--- config.mk ---
export PLATFORM = sky130hd
export DESIGN_NAME = display_bcd
export DESIGN_NICKNAME = d
export VERILOG_FILES = /design/src/rtl/display_bcd.sv
export SDC_FILE = /design/constraint.sdc
export NUM_CORES = 1
export LEC_CHECK = 0
export ABC_AREA = 1
export CAP_MARGIN = 20
export CORE_ASPECT_RATIO = 1.75
export CORE_UTILIZATION = 53
export CTS_BUF_LIST = sky130_fd_sc_hd__clkbuf_8
export DETAILED_ROUTE_END_ITERATION = 8
export GPL_ROUTABILITY_DRIVEN = 1
export PLACE_DENSITY = 0.76
export SETUP_SLACK_MARGIN = 0.3
export SLEW_MARGIN = 20
export SYNTH_ARGS = -nofsm -noshare
export SYNTH_HDL_FRONTEND = slang
export SYNTH_SLANG_ARGS = --single-unit
--- constraint.sdc ---
create_clock -name clk -period 2.6 [get_ports clk]
set_clock_uncertainty 0.1 [all_clocks]
set_input_delay 0.65 -clock clk [delete_from_list [all_inputs] [get_ports clk]]
set_output_delay 0.65 -clock clk [all_outputs]
set_load 0.01 [all_outputs]
--- src/rtl/display_bcd.sv ---
// display_bcd: converts a signed 16-bit result to sign + 5 BCD digits with an
// iterative double-dabble engine, then drives a 6-position time-multiplexed
// active-low seven-segment display with leading-zero blanking.
//
// Ports:
//   clk      - rising-edge clock
//   nRST     - asynchronous active-low reset
//   value_in - two's-complement value to convert
//   load     - start conversion (sampled in idle only)
//   busy     - conversion in progress
//   done     - one-cycle pulse when bcd/sign update
//   sign     - 1 = last converted value was negative
//   bcd      - magnitude, digit 4 in [19:16] .. digit 0 in [3:0]
//   seg_n    - active-low segments {g,f,e,d,c,b,a}
//   dig_n    - active-low one-hot position enable, bit 0 = units, bit 5 = sign
module display_bcd #(
  parameter int unsigned REFRESH_DIV   = 1000,
  parameter bit          BLANK_LEADING = 1'b1
) (
  input  logic        clk,
  input  logic        nRST,
  input  logic [15:0] value_in,
  input  logic        load,
  output logic        busy,
  output logic        done,
  output logic        sign,
  output logic [19:0] bcd,
  output logic [6:0]  seg_n,
  output logic [5:0]  dig_n
);

  localparam int unsigned CntW = (REFRESH_DIV > 1) ? $clog2(REFRESH_DIV) : 1;
  localparam logic [6:0] SegBlank = 7'b1111111;
  localparam logic [6:0] SegMinus = 7'b0111111;

  typedef enum logic [1:0] {StIdle, StConv, StDone} state_t;

  state_t          state_q;
  logic            neg_q;
  logic [15:0]     mag_q;
  logic [19:0]     scratch_q;
  logic [19:0]     scratch_adj;
  logic [3:0]      iter_q;
  logic [CntW-1:0] refresh_q;
  logic [2:0]      idx_q;
  logic [3:0]      digit;
  logic            lead_zero;
  logic [6:0]      seg_d;

  function automatic logic [6:0] seg_enc(input logic [3:0] d);
    logic [6:0] s;
    unique case (d)
      4'd0:    s = 7'b1000000;
      4'd1:    s = 7'b1111001;
      4'd2:    s = 7'b0100100;
      4'd3:    s = 7'b0110000;
      4'd4:    s = 7'b0011001;
      4'd5:    s = 7'b0010010;
      4'd6:    s = 7'b0000010;
      4'd7:    s = 7'b1111000;
      4'd8:    s = 7'b0000000;
      4'd9:    s = 7'b0010000;
      default: s = SegBlank;
    endcase
    return s;
  endfunction

  // Double-dabble correction: every nibble >= 5 gets +3 before the shift.
  always_comb begin
    scratch_adj = scratch_q;
    for (int i = 0; i < 5; i++) begin
      if (scratch_q[4*i +: 4] >= 4'd5) begin
        scratch_adj[4*i +: 4] = scratch_q[4*i +: 4] + 4'd3;
      end
    end
  end

  always_ff @(posedge clk or negedge nRST) begin
    if (!nRST) begin
      state_q   <= StIdle;
      busy      <= 1'b0;
      done      <= 1'b0;
      sign      <= 1'b0;
      bcd       <= '0;
      neg_q     <= 1'b0;
      mag_q     <= '0;
      scratch_q <= '0;
      iter_q    <= '0;
    end else begin
      done <= 1'b0;
      unique case (state_q)
        StIdle: begin
          if (load) begin
            neg_q     <= value_in[15];
            mag_q     <= value_in[15] ? (~value_in + 16'd1) : value_in;
            scratch_q <= '0;
            iter_q    <= '0;
            busy      <= 1'b1;
            state_q   <= StConv;
          end
        end
        StConv: begin
          {scratch_q, mag_q} <= {scratch_adj, mag_q} << 1;
          iter_q             <= iter_q + 4'd1;
          if (iter_q == 4'd15) begin
            state_q <= StDone;
          end
        end
        StDone: begin
          bcd     <= scratch_q;
          sign    <= neg_q;
          done    <= 1'b1;
          busy    <= 1'b0;
          state_q <= StIdle;
        end
        default: state_q <= StIdle;
      endcase
    end
  end

  // Digit select; lead_zero means this digit and all above it are zero.
  always_comb begin
    digit     = 4'd0;
    lead_zero = 1'b0;
    seg_d     = SegBlank;
    unique case (idx_q)
      3'd0: digit = bcd[3:0];
      3'd1: begin digit = bcd[7:4];   lead_zero = (bcd[19:4]  == '0); end
      3'd2: begin digit = bcd[11:8];  lead_zero = (bcd[19:8]  == '0); end
      3'd3: begin digit = bcd[15:12]; lead_zero = (bcd[19:12] == '0); end
      3'd4: begin digit = bcd[19:16]; lead_zero = (bcd[19:16] == '0); end
      default: ;
    endcase
    if (idx_q == 3'd5) begin
      seg_d = sign ? SegMinus : SegBlank;
    end else if (idx_q > 3'd5) begin
      seg_d = SegBlank;
    end else if (BLANK_LEADING && lead_zero) begin
      seg_d = SegBlank;
    end else begin
      seg_d = seg_enc(digit);
    end
  end

  always_ff @(posedge clk or negedge nRST) begin
    if (!nRST) begin
      refresh_q <= '0;
      idx_q     <= '0;
      dig_n     <= 6'b111110;
      seg_n     <= 7'b1000000;
    end else begin
      if (refresh_q == CntW'(REFRESH_DIV - 1)) begin
        refresh_q <= '0;
        idx_q     <= (idx_q >= 3'd5) ? 3'd0 : idx_q + 3'd1;
      end else begin
        refresh_q <= refresh_q + 1'b1;
      end
      dig_n <= ~(6'd1 << idx_q);
      seg_n <= seg_d;
    end
  end

endmodule

==> results of run 1 <==
## cells in the final DEF, fill, tap and decap left out, drive strengths merged, types with 2 or more instances in the layout
cell	instances
clkinv	2
xor2	11
o22ai	7
a22oi	13
nand3b	2
or2	2
o32ai	4
clkbuf	12
nor3	6
clkdlybuf4s50	53
inv	72
nor4	2
o221ai	2
buf	16
nor2	52
bufinv	2
o21ai	75
dfstp	6
nand3	49
dfrtp	86
a21oi	14
ha	23
nand2	120
## critical path, cell delays in order, from the launching register on
cell and delay (ns):
dfrtp_2 0.46, ha_1 0.22, ha_2 0.21, inv_2 0.07, o21ai_1 0.09, nor2_2 0.17, inv_1 0.10, ha_1 0.29
or2_2 0.30, nand2_1 0.07, nand2_1 0.04
## metrics by stage
stage               utilization, %  total power [uW]  setup slack [ns]  hold slack (ns)  area, um2
floorplan                        -              3590             0.445            0.254       4740
global placement              62.6              4300             0.302            0.355       5430
detailed placement            62.6              4410             0.226            0.370       5430
CTS                           65.6              5530             0.333            0.131       5680
global route                  66.3              5940             0.253            0.155       5750
finish                        66.3              5500             0.362            0.127       5750
## routing by layer
| layer | vias up | track usage (%) | share of wire [%] |
|---|---|---|---|
| met5 | - | 0 | 0 |
| met2 | 102 | 43.8 | 55 |
| li1 | 2003 | - | - |
| met1 | 1909 | 24.4 | 37 |
| met3 | 29 | 4.26 | 3.3 |
| met4 | 0 | 13.6 | 4.4 |
## how the worst max path moves through the flow
stage	from	to	slack, ns
after global routing	idx_q[0]$_DFFE_PN0N_	seg_n[3]$_DFF_PN0_	0.25
after global placement	idx_q[2]$_DFFE_PN0N_	seg_n[3]$_DFF_PN0_	0.30
after floorplan	idx_q[2]$_DFFE_PN0N_	seg_n[3]$_DFF_PN0_	0.45
after CTS	idx_q[0]$_DFFE_PN0N_	seg_n[3]$_DFF_PN0_	0.33
final	idx_q[0]$_DFFE_PN0N_	seg_n[3]$_DFF_PN0_	0.36
after detailed placement	idx_q[0]$_DFFE_PN0N_	seg_n[3]$_DFF_PN0_	0.23
## what timing repair did
item	4_1_cts	5_1_grt
resized for setup	6	10
buffers inserted	1	4
setup endpoints to repair	3	5
pin swaps	1	3
hold buffers	0	0
## logic make-up (layout without fill, tap and decap cells)
group | after synthesis | count (layout)
fa+ha+maj | 23 | 23
buf+inv | 88 | 157
simple gates | 235 | 235
xor+xnor | 12 | 12
compound gates | 119 | 119
flops | 92 | 92
## final cells by class
type	instances	share of cell area, %
flip-flops and latches	92	40.2
multi-input cells	389	37.0
repair buffers	69	11.3
inverters	72	4.79
clock buffers	12	2.87
well taps	117	2.55
clock inverters	4	1.22
## where the power goes
group          total [uW]  internal, uW  switching, uW
clock network        1110           617            491
logic                2130           929           1200
registers            2260          1900            363
## sequential cells by signal, indices dropped and copies added, names as in the netlist
| signal | cells |
|---|---|
| bcd | 20 |
| scratch_q | 20 |
| mag_q | 16 |
| refresh_q | 10 |
| seg_n | 7 |
| dig_n | 6 |
| iter_q | 4 |
| idx_q | 3 |
| state_q | 2 |
| busy | 1 |
| done | 1 |
| neg_q | 1 |
| sign | 1 |
==> summary.txt, run 1 <==
STA
  • RSZ-0062 raised after global routing: no
  • Max Clk Rate: around 450 MHz
  • Max-slew violation count: 0
  • Tightest Pin Transition: roughly 0.86 ns
  • Period utilization: 86.1%
  • Minimum clock period: ~2.2 ns
  • Setup TNS: 0 ns
  • Final hold vios: 0
  • Setup-failing EPs final: 0
  • Rel. slew slack: 42.8%

Synthesis
  • Yosys top cell area share: between 40 and 50%
  • Syn_nets: just over 600
  • Mean Syn Cell Area: around 8.3 um2
  • Largest family of logic cells by synthesized area: simple AND/OR/NAND/NOR gates
  • Post-synthesis compound-gate area fraction: between 10% and 20%
  • Library cells used by synthesis: 37
  • Most frequent cell after synthesis: nand2_1
  • Yosys warns: 0
  • Mapped Area: ~4700 um2
  • Register area share after synthesis: around 49%
  • Synth Area in Adders: slightly above 6%
  • Mapped Cells: roughly 570
  • Synth top cells by count: nand2_1, dfrtp_1, o21ai_0
  • Post-synthesis simple-gate area fraction: between 20% and 30%
  • Biggest area consumer among synthesized cells: dfrtp_1
  • Post-synthesis mux area share: 0%
  • Asr flop ratio synth: between 90% and 100%
  • Synth area leaders: dfrtp_1, nand2_1, o21ai_0, ha_1, inv_1
  • #FFs+latches synth: between 90 and 100
  • Number of synthesized flops with an enable pin: 0
  • Post-Synth XOR/XNOR Area: approximately 2.2%
  • Most used DFF post-synth: dfrtp_1

Layout
  • Area occupied by multi-input gates: around 2100 um2
  • Diodes inserted: 0
  • Fill cells: 778
  • Fraction of layout instances using a drive strength above 1: 10.2%
  • Final Non-Filler Cells: 755
  • Synth-to-layout area growth: 21.2%
  • FF+latch area: 2310 um2
  • Final #Nets: 675

Floorplanning
  • Die X: 73.5 um
  • IO Pins: 55
  • Total die area: about 9300 um2
  • Die Span Y: ~130 um
  • Core area: between 8000 and 9000 um2
  • Row count: 45
  • Initial Util: between 50 and 60%

Worst setup path
  • Slack of the worst reg-to-reg path: 0.36 ns
  • RR Endpoint: seg_n[3]$_DFF_PN0_
  • CP arrival: about 2.4 ns
  • CP max FO: 4
  • R2R depth: 10
  • FF-to-FF Start: idx_q[0]$_DFFE_PN0N_
  • Critical path capture point type: flip-flop
  • CP Class: reg2reg
  • Worst endpoint required time: between 2 and 3 ns
  • Startpoint Class: flip-flop

Clock network
  • CTS tree: done
  • Max Root-Sink Buffers: 2
  • H-tree levels: 3
  • Clock Pin Slew Worst Setup and Hold Paths: about 0.09 ns
  • CTS Sinks: 92
  • CTS Buf Count: 9
  • CTS Root Cell: clkbuf_8
  • Clk Latency, worst-skew pair: around 0.37 ns

Global route
  • Number of global-route vias before repair: 3931
  • Initial antenna violation count: 0
  • Largest net degree at the start of global routing: 38
  • First-pass GRT wire length: about 17 mm
  • Gr usage total: a little under a quarter
  • Gr ovfl total: 0

Routing
  • Routed WL: 10.3 mm
  • DRT iter0 DRCs: approximately 210
  • Vias: 4043
  • Wirelength per Cell: 13.6 um
  • Antenna viol nets, final: 0
  • 1st-pass router iterations: 4
  • Avg Vias per Cell: roughly 5.4
  • DRC violations left: 0

Pwr
  • Power Dens Cells: approximately 960 nW/um2
  • Static Leak: 0.00276 uW
  • Maximum vdd drop: ~0.00056 V

Run status
  • Status: completed

Placement
  • Port Buffers: 54
  • HPWL after detailed placement: between 7 and 8 mm
  • Routability congestion estimate: around 0.9
  • Placed insts: 734

Job
  • Max Cap Violations: 0

Hold path
  • Class of the worst hold path: in2async
(Power assumes the default switching activity.)
==> run 2, diff against run 1 <==
Settings changed: CAP_MARGIN 20 to 5, CTS_CLUSTER_DIAMETER set to 120.
==> results of run 2 <==
Final layout, timing and power as in run 1 (identical DEF).
